**src/rtl/fft_pkg.sv**
```systemverilog
// Shared FFT helpers: sample width, default frame length, log2 and index bit reversal.
package fft_pkg;

  localparam int unsigned FFT_SAMPLE_W  = 16;
  localparam int unsigned FFT_DEFAULT_N = 16;

  typedef enum logic {
    RD_IDLE = 1'b0,
    RD_SEND = 1'b1
  } rd_state_e;

  function automatic int unsigned fft_clog2(input int unsigned n);
    int unsigned r;
    r = 0;
    for (int unsigned i = 0; i < 32; i++) begin
      if ((64'd1 << i) < 64'(n)) r = i + 1;
    end
    return r;
  endfunction

  function automatic int unsigned fft_bitrev(input int unsigned v, input int unsigned bits);
    int unsigned r;
    r = 0;
    for (int unsigned i = 0; i < bits; i++) begin
      r = (r << 1) | ((v >> i) & 32'd1);
    end
    return r;
  endfunction

endpackage

```
**src/rtl/fft_bitrev_addr.sv**
```systemverilog
// Combinational W-bit address reversal used to undo radix-2 DIF output ordering.
module fft_bitrev_addr #(
  parameter int unsigned W = 4
) (
  input  logic [W-1:0] addr_in,
  output logic [W-1:0] addr_out
);

  for (genvar i = 0; i < W; i++) begin : g_rev
    assign addr_out[i] = addr_in[W-1-i];
  end

endmodule

```
**src/rtl/fft_frame_reorder.sv**
```systemverilog
// Ping-pong frame buffer replaying each N-point complex frame in natural order,
// or bit-reversed order when FFT_REORDER_BITREV_EN is defined.
module fft_frame_reorder
  import fft_pkg::*;
#(
  parameter int unsigned N_POINTS = FFT_DEFAULT_N,
  parameter int unsigned DATA_W   = FFT_SAMPLE_W
) (
  input  logic              clk,
  input  logic              reset,
  input  logic              in_push,
  input  logic [DATA_W-1:0] in_real,
  input  logic [DATA_W-1:0] in_imag,
  output logic              in_stall,
  output logic              out_push,
  output logic [DATA_W-1:0] out_real,
  output logic [DATA_W-1:0] out_imag,
  output logic              out_last,
  input  logic              out_stall
);

  localparam int unsigned       LOG2_N   = fft_clog2(N_POINTS);
  localparam int unsigned       SAMP_W   = 2 * DATA_W;
  localparam logic [LOG2_N-1:0] LAST_IDX = LOG2_N'(N_POINTS - 1);

  logic [SAMP_W-1:0] mem_q [2][N_POINTS];

  logic              wr_bank_q, wr_bank_d;
  logic [LOG2_N-1:0] wr_ptr_q, wr_ptr_d;
  logic [1:0]        full_q, full_d;
  logic              rd_bank_q, rd_bank_d;
  logic [LOG2_N-1:0] rd_ptr_q, rd_ptr_d;
  rd_state_e         state_q, state_d;
  logic              out_push_q, out_push_d;
  logic [DATA_W-1:0] out_real_q, out_real_d;
  logic [DATA_W-1:0] out_imag_q, out_imag_d;
  logic              out_last_q, out_last_d;

  logic              wr_en_c;
  logic              load_c;
  logic [LOG2_N-1:0] rd_addr_c;
  logic [SAMP_W-1:0] rd_data_c;

  assign in_stall = full_q[wr_bank_q];
  assign wr_en_c  = in_push && !full_q[wr_bank_q];
  assign out_push = out_push_q;
  assign out_real = out_real_q;
  assign out_imag = out_imag_q;
  assign out_last = out_last_q;

`ifdef FFT_REORDER_BITREV_EN
  fft_bitrev_addr #(.W(LOG2_N)) u_bitrev_addr (
    .addr_in  (rd_ptr_q),
    .addr_out (rd_addr_c)
  );
`else
  assign rd_addr_c = rd_ptr_q;
`endif

  assign rd_data_c = mem_q[rd_bank_q][rd_addr_c];

  // Bank storage needs no reset: the full flags gate every read.
  always_ff @(posedge clk) begin
    if (wr_en_c) mem_q[wr_bank_q][wr_ptr_q] <= {in_real, in_imag};
  end

  always_comb begin
    wr_bank_d  = wr_bank_q;
    wr_ptr_d   = wr_ptr_q;
    full_d     = full_q;
    rd_bank_d  = rd_bank_q;
    rd_ptr_d   = rd_ptr_q;
    state_d    = state_q;
    out_push_d = out_push_q;
    out_real_d = out_real_q;
    out_imag_d = out_imag_q;
    out_last_d = out_last_q;

    load_c = ((state_q == RD_SEND) || full_q[rd_bank_q]) && (!out_push_q || !out_stall);

    if (wr_en_c) begin
      wr_ptr_d = wr_ptr_q + LOG2_N'(1);
      if (wr_ptr_q == LAST_IDX) begin
        full_d[wr_bank_q] = 1'b1;
        wr_bank_d         = ~wr_bank_q;
      end
    end

    if (out_push_q && !out_stall) begin
      out_push_d = 1'b0;
      out_last_d = 1'b0;
    end

    // Idle with a full bank loads sample 0 straight away so frames chain without a bubble.
    if (load_c) begin
      out_push_d = 1'b1;
      out_real_d = rd_data_c[SAMP_W-1:DATA_W];
      out_imag_d = rd_data_c[DATA_W-1:0];
      out_last_d = (rd_ptr_q == LAST_IDX);
      rd_ptr_d   = rd_ptr_q + LOG2_N'(1);
      state_d    = RD_SEND;
      if (rd_ptr_q == LAST_IDX) begin
        full_d[rd_bank_q] = 1'b0;
        rd_bank_d         = ~rd_bank_q;
        state_d           = full_q[~rd_bank_q] ? RD_SEND : RD_IDLE;
      end
    end
  end

  always_ff @(posedge clk or posedge reset) begin
    if (reset) begin
      wr_bank_q  <= 1'b0;
      wr_ptr_q   <= '0;
      full_q     <= '0;
      rd_bank_q  <= 1'b0;
      rd_ptr_q   <= '0;
      state_q    <= RD_IDLE;
      out_push_q <= 1'b0;
      out_real_q <= '0;
      out_imag_q <= '0;
      out_last_q <= 1'b0;
    end else begin
      wr_bank_q  <= wr_bank_d;
      wr_ptr_q   <= wr_ptr_d;
      full_q     <= full_d;
      rd_bank_q  <= rd_bank_d;
      rd_ptr_q   <= rd_ptr_d;
      state_q    <= state_d;
      out_push_q <= out_push_d;
      out_real_q <= out_real_d;
      out_imag_q <= out_imag_d;
      out_last_q <= out_last_d;
    end
  end

endmodule

```
**config.mk**
```make
export PLATFORM = sky130hd
export DESIGN_NAME = fft_frame_reorder
export DESIGN_NICKNAME = d
export VERILOG_FILES = /design/src/rtl/fft_pkg.sv /design/src/rtl/fft_bitrev_addr.sv /design/src/rtl/fft_frame_reorder.sv
export SDC_FILE = /design/constraint.sdc
export NUM_CORES = 1
export LEC_CHECK = 0
export ABC_CLOCK_PERIOD_IN_PS = 4900
export BUFFER_PORTS_ARGS = -buffer_cell sky130_fd_sc_hd__buf_2
export CAP_MARGIN = 10
export CELL_PAD_IN_SITES_DETAIL_PLACEMENT = 1
export CELL_PAD_IN_SITES_GLOBAL_PLACEMENT = 1
export CORE_MARGIN = 2
export CORE_UTILIZATION = 40
export CTS_CLUSTER_SIZE = 20
export DETAILED_ROUTE_END_ITERATION = 16
export PLACE_DENSITY = 0.65
export SKIP_CTS_REPAIR_TIMING = 1
export SYNTH_ARGS = -nofsm -noshare
export SYNTH_HDL_FRONTEND = slang
export SYNTH_HIERARCHICAL = 1
export SYNTH_SLANG_ARGS = --single-unit
```
**constraint.sdc**
```tcl
create_clock -name clk -period 4.9 [get_ports clk]
set_input_delay 0 -clock clk [delete_from_list [all_inputs] [get_ports clk]]
set_output_delay 0 -clock clk [all_outputs]
set_load 0.02 [all_outputs]
```
; Yosys cells after proc, flatten, opt, wreduce, memory -nomap -nowiden
; Memories as Yosys holds them, arrays and structs flattened.
; Index checks and enable logic that the tools add are counted.
[op_classes]
addsub = 2
n_lt_le_gt_ge = 8
eq_ne = 2
muxes = 26
n_bitwise = 7
n_reduce_logical = 14
[op_table]
columns = op, count
row1 = 512-bit two-way mux, 1
row2 = 32-bit binary-select mux with 4-bit select, 1
row3 = 32-bit demux with 4-bit select, 1
row4 = 32-bit two-way mux, 3
row5 = 1-bit two-way mux, 14
row6 = "5-bit greater-or-equal comparator, second input constant", 2
row7 = 4-bit NOT with 5-bit output, 2
row8 = "4-bit by 1-bit adder with 4-bit output, second input constant", 2
row9 = "4-bit equality test, second input constant", 2
row10 = 2-bit two-way mux, 4
row11 = 1-bit logical AND, 6
row12 = "1-bit by 2-bit < comparator with 1-bit output, second input constant", 3
row13 = "5-bit by 1-bit < comparator with 1-bit output, second input constant", 1
row14 = 2-bit AND reduction, 2
row15 = 1-bit zero test, 3
row16 = 2-bit AND, 1
row17 = 1-bit demux with 1-bit select, 2
row18 = "1-bit greater-or-equal comparator, second input constant", 2
row19 = 1-bit logical OR, 2
row20 = 1-bit NOT, 2
row21 = 2-bit NOT, 1
row22 = 2-bit OR, 1
row23 = 2-bit nonzero test, 1
[totals]
ff_bits = 47
ram_bits = 1024
inputBits = 36
output_inout_bits = 35
word_cells = 70
memories = 1
[mem_list]
columns = memory, words, word_bits, read_ports, rd_clocked_by_memory_dff, wr, line
row1 = mem_q, 2, 512, 1, 0, 1, fft_frame_reorder.sv:26  ; logic [SAMP_W-1:0] mem_q [2][N_POINTS];

; Depth between registers and ports, before layout
[logic_depth]
ltp_word = 10
mapped_depth = 9
ltp_nobuf = 4

; Worst setup path after synthesis
; OpenSTA, ideal clock, no wires.
[synth_timing]
path_kind = register to register
startpoint = reg wr_bank_q
endpoint = mem mem_q[0][100] (netlist bit) (enable)
setup_time_ns = 0.461
arrival_ns = 3.459
t_required_ns = 4.439
slack_ns = 0.980
stages_incl_launch_ff = 6
path_buffers = 1
period_less_slack_ns = 3.920
cell_sequence = dfrtp_1 mux2i_1 and2_1 clkbuf_1 nand2_1 nor3_1
[synth_between]
elab_chain_cells = 6
[synth_rtl]
columns = element, line
row1 = from (decl), fft_frame_reorder.sv:28  ; logic wr_bank_q, wr_bank_d;
row2 = from (signal assigned), fft_frame_reorder.sv:123  ; wr_bank_q <= wr_bank_d;
row3 = 1-bit two-way mux (not written as such) (2 in a row), fft_frame_reorder.sv:45  ; assign wr_en_c = in_push && !full_q[wr_bank_q];
row4 = 1-bit zero test, fft_frame_reorder.sv:45
row5 = 1-bit logical AND, fft_frame_reorder.sv:45
row6 = 1-bit two-way mux, fft_frame_reorder.sv:64  ; if (wr_en_c) mem_q[wr_bank_q][wr_ptr_q] <= {in_real, in_imag};
row7 = 512-bit two-way mux (not written as such), fft_frame_reorder.sv:64
row8 = to (decl), fft_frame_reorder.sv:26
; Parallel ways exist; a longest one is shown, timed or not. The select of a mux whose other input is x is not followed.

; Worst setup path in the final report
[layout_timing]
startpoint = reg wr_bank_q
endpoint = mem mem_q[0][301] (netlist bit) (enable)
; The elaborated chain is that of the path after synthesis.

==> results.cfg <==
[sta]
finalClockSkew_ps = 20.48
timing.final.crit_share_pct = 72.09
slew_viol_final = 0
rsz0062_at_grt = no
finalSetupTns_ps = 0
hold_violations = 0
holdWs_ps = 196.8
min_period_ps = 3532
worstMarginPinSlew_ps = 1237
relSlewSlack_pct = 17.55
fmax_mhz = 283.1
finalSetupViolCount = 0
worst_slack_ps = 1368

[place]
io_buffer_count = 70
hpwl_mm = 66.75
place_ws_ps = 1400
routabilityCongestion = 0.8029
post_dp_cell_area_um2 = 43570

[critical_path]
cp-start-kind = flop
worstSetupEndpointType = flop
crit_family = simple AND/OR/NAND/NOR gates
crit_type = reg2reg
path_max_fanout = 22
critPathSlowestCell = nor2_4
slowest_delay_ps = 1070
arrival_ps = 3910
path_cells = mux2i_1 > and2_1 > nand2_1 > nor2_4 > buf_4
crit_buf_inv = 1
crit_required_ps = 5280

[power_and_ir_drop]
cellPowerDensity_nw_per_um2 = 556.9
power.leakage_nw = 15.23
power_mw = 26.47
vdd_drop_max_mv = 0.3159

[routing]
vias = 20680
drtAntennaViolNets = 0
viasPerCell = 5.721
wl_per_cell_um = 30.96
drc = 0
drt_iter0_markers = 2319
wl_mm = 111.9
firstDrtPassIters = 5

[clock_tree]
clk_root_buffer_cell = clkbuf_16
numCtsBuffers = 108
cts_tree = built
worstSkewPairLatency_ps = 690
clkSlewWorstSetupHoldPaths_ps = 60
htreeDepth = 3
max-clock-path-buffers = 3
clock_sinks = 1071

[synth]
synth_cells = 1952
synth_top_area_share_pct = 75.16
yosys-top-cells-area = edfxtp_1 75%, mux4_2 8.8%, mux2i_1 4.7%, dfrtp_1 2.9%, mux2_2 1.8%
synth_top_area_cell = edfxtp_1
syn_area_um2 = 40910
syn_nets = 1993
avgSynthCellArea_um2 = 20.96
ys_seq_area_share_pct = 78.03
ys_warn_count = 6
ys_ff_latch = 1071
netlist-cell-type-count = 36

[floorplanning]
placementRows = 117
die_w_um = 323.8
ioPinCount = 71
start_util_pct = 40.27
die_h_um = 323.8
die_area_um2 = 104900
core_area_um2 = 101600

[finish]
mostFrequentLayoutCell = edfxtp_1
final_cell_mix = 1,024 x edfxtp_1, 194 x mux2i_1, 160 x mux4_2
drive_gt1_share_pct = 26.14
nets = 2193
syn2layout_area_growth_pct = 16.19
finalInstanceArea_um2 = 47540

[global_route]
grt_max_degree = 52
grt_first_pass_wirelength_mm = 159.4
antenna_found_initial = 11
grt_use_total_pct = 21.60
grt_pass1_vias = 21273
grt_overflow = 0

[hold_path]
hold_class = in2reg

[status]
run_status = completed

[flow_run]
timing.max_cap.violations = 0
## worst register-to-register path: stages (launching register included)
cell and delay, ps:
dfrtp_1 690, mux2i_1 350, and2_1 320, nand2_1 480, nor2_4 1070, buf_4 330
## area by class of cell
type                    count  area, um2
repair buffers            200       1703
multi-input cells         764       8693
diodes                      1      2.502
well taps                1368       1712
inverters                   7      26.28
flip-flops and latches   1071      31940
fillers                  9295      54060
clock buffers             152       2992
clock inverters            52      473.0
## power breakdown
| part | internal [mW] | switching, mW |
|---|---|---|
| Combinational | 2.93 | 4.17 |
| Clock | 4.67 | 3.43 |
| Sequential | 10.7 | 0.584 |
## Yosys cell counts
library cell  instances
nand2_1              12
o21ai_1               1
buf_1                 5
o21ai_0               3
edfxtp_1           1024
buf_6                11
mux2i_1             194
nand4_1               2
xnor2_1               6
a211oi_1              1
nand3_1               2
or2_2                 1
ha_1                  5
dfrtp_1              47
nor3_1               36
a21oi_1               3
o21a_1                1
a2111oi_0            63
inv_1                 6
mux2_2               66
and2_1               34
clkbuf_1             63
a41oi_1               1
mux4_2              160
nor2_1               64
xor2_1                2
o22a_1                1
or3_1                 1
nand3b_1              4
o22ai_1              96
o211ai_1              1
buf_2                30
buf_4                 1
nor2b_1               1
or3b_2                3
clkinv_1              1
## registers in the layout, summed over array words and instances, names as in the netlist, 2 cells and up
signal     flops
wr_ptr_q       4
out_real      16
out_imag      16
full_q         2
mem_q       1024
rd_addr_c      4
## kinds of logic (layout without fill, tap and decap cells)
family / Yosys count / in the layout / share of synthesized area (%)
flip-flops: 1071 / 1071 / 78.03
other: 0 / 1 / 0
AND/OR/NAND/NOR: 160 / 160 / 1.896
buffers and inverters: 117 / 411 / 1.376
adder cells (fa/ha/maj): 5 / 5 / 0.1529
multiplexers: 420 / 420 / 15.37
AO/OA/AOI/OAI: 171 / 171 / 3.000
XOR/XNOR: 8 / 8 / 0.1713
## through the flow
stage	std cells	utilization, %
2_1_floorplan	1952	-
3_3_place_gp	3355	42.70
3_5_place_dp	3367	42.88
4_1_cts	3571	46.29
5_1_grt	3614	46.79
6_report	3615	46.79
## routing by layer
layer  track usage [%]  wire (um)
met1             31.15      48690
met3             5.126       8488
met4             6.101       2850
met5                 0         38
met2             32.90      51840
## path summary, 6_finish.rpt
check	startpoint	end	slack (ps)	cells past startpoint
max	wr_bank_q	mem_q[0][301]	1370	5
min	out_stall	out_push	200	4
max reg2reg	wr_bank_q	mem_q[0][301]	1370	5
min reg2reg	rd_addr_c[3]	rd_addr_c[3]	510	1
max in group asynchronous	reset	rd_bank_q	3950	4
min in group asynchronous	reset	rd_addr_c[1]	210	4
Note: power is estimated with default switching activity, not from simulation.
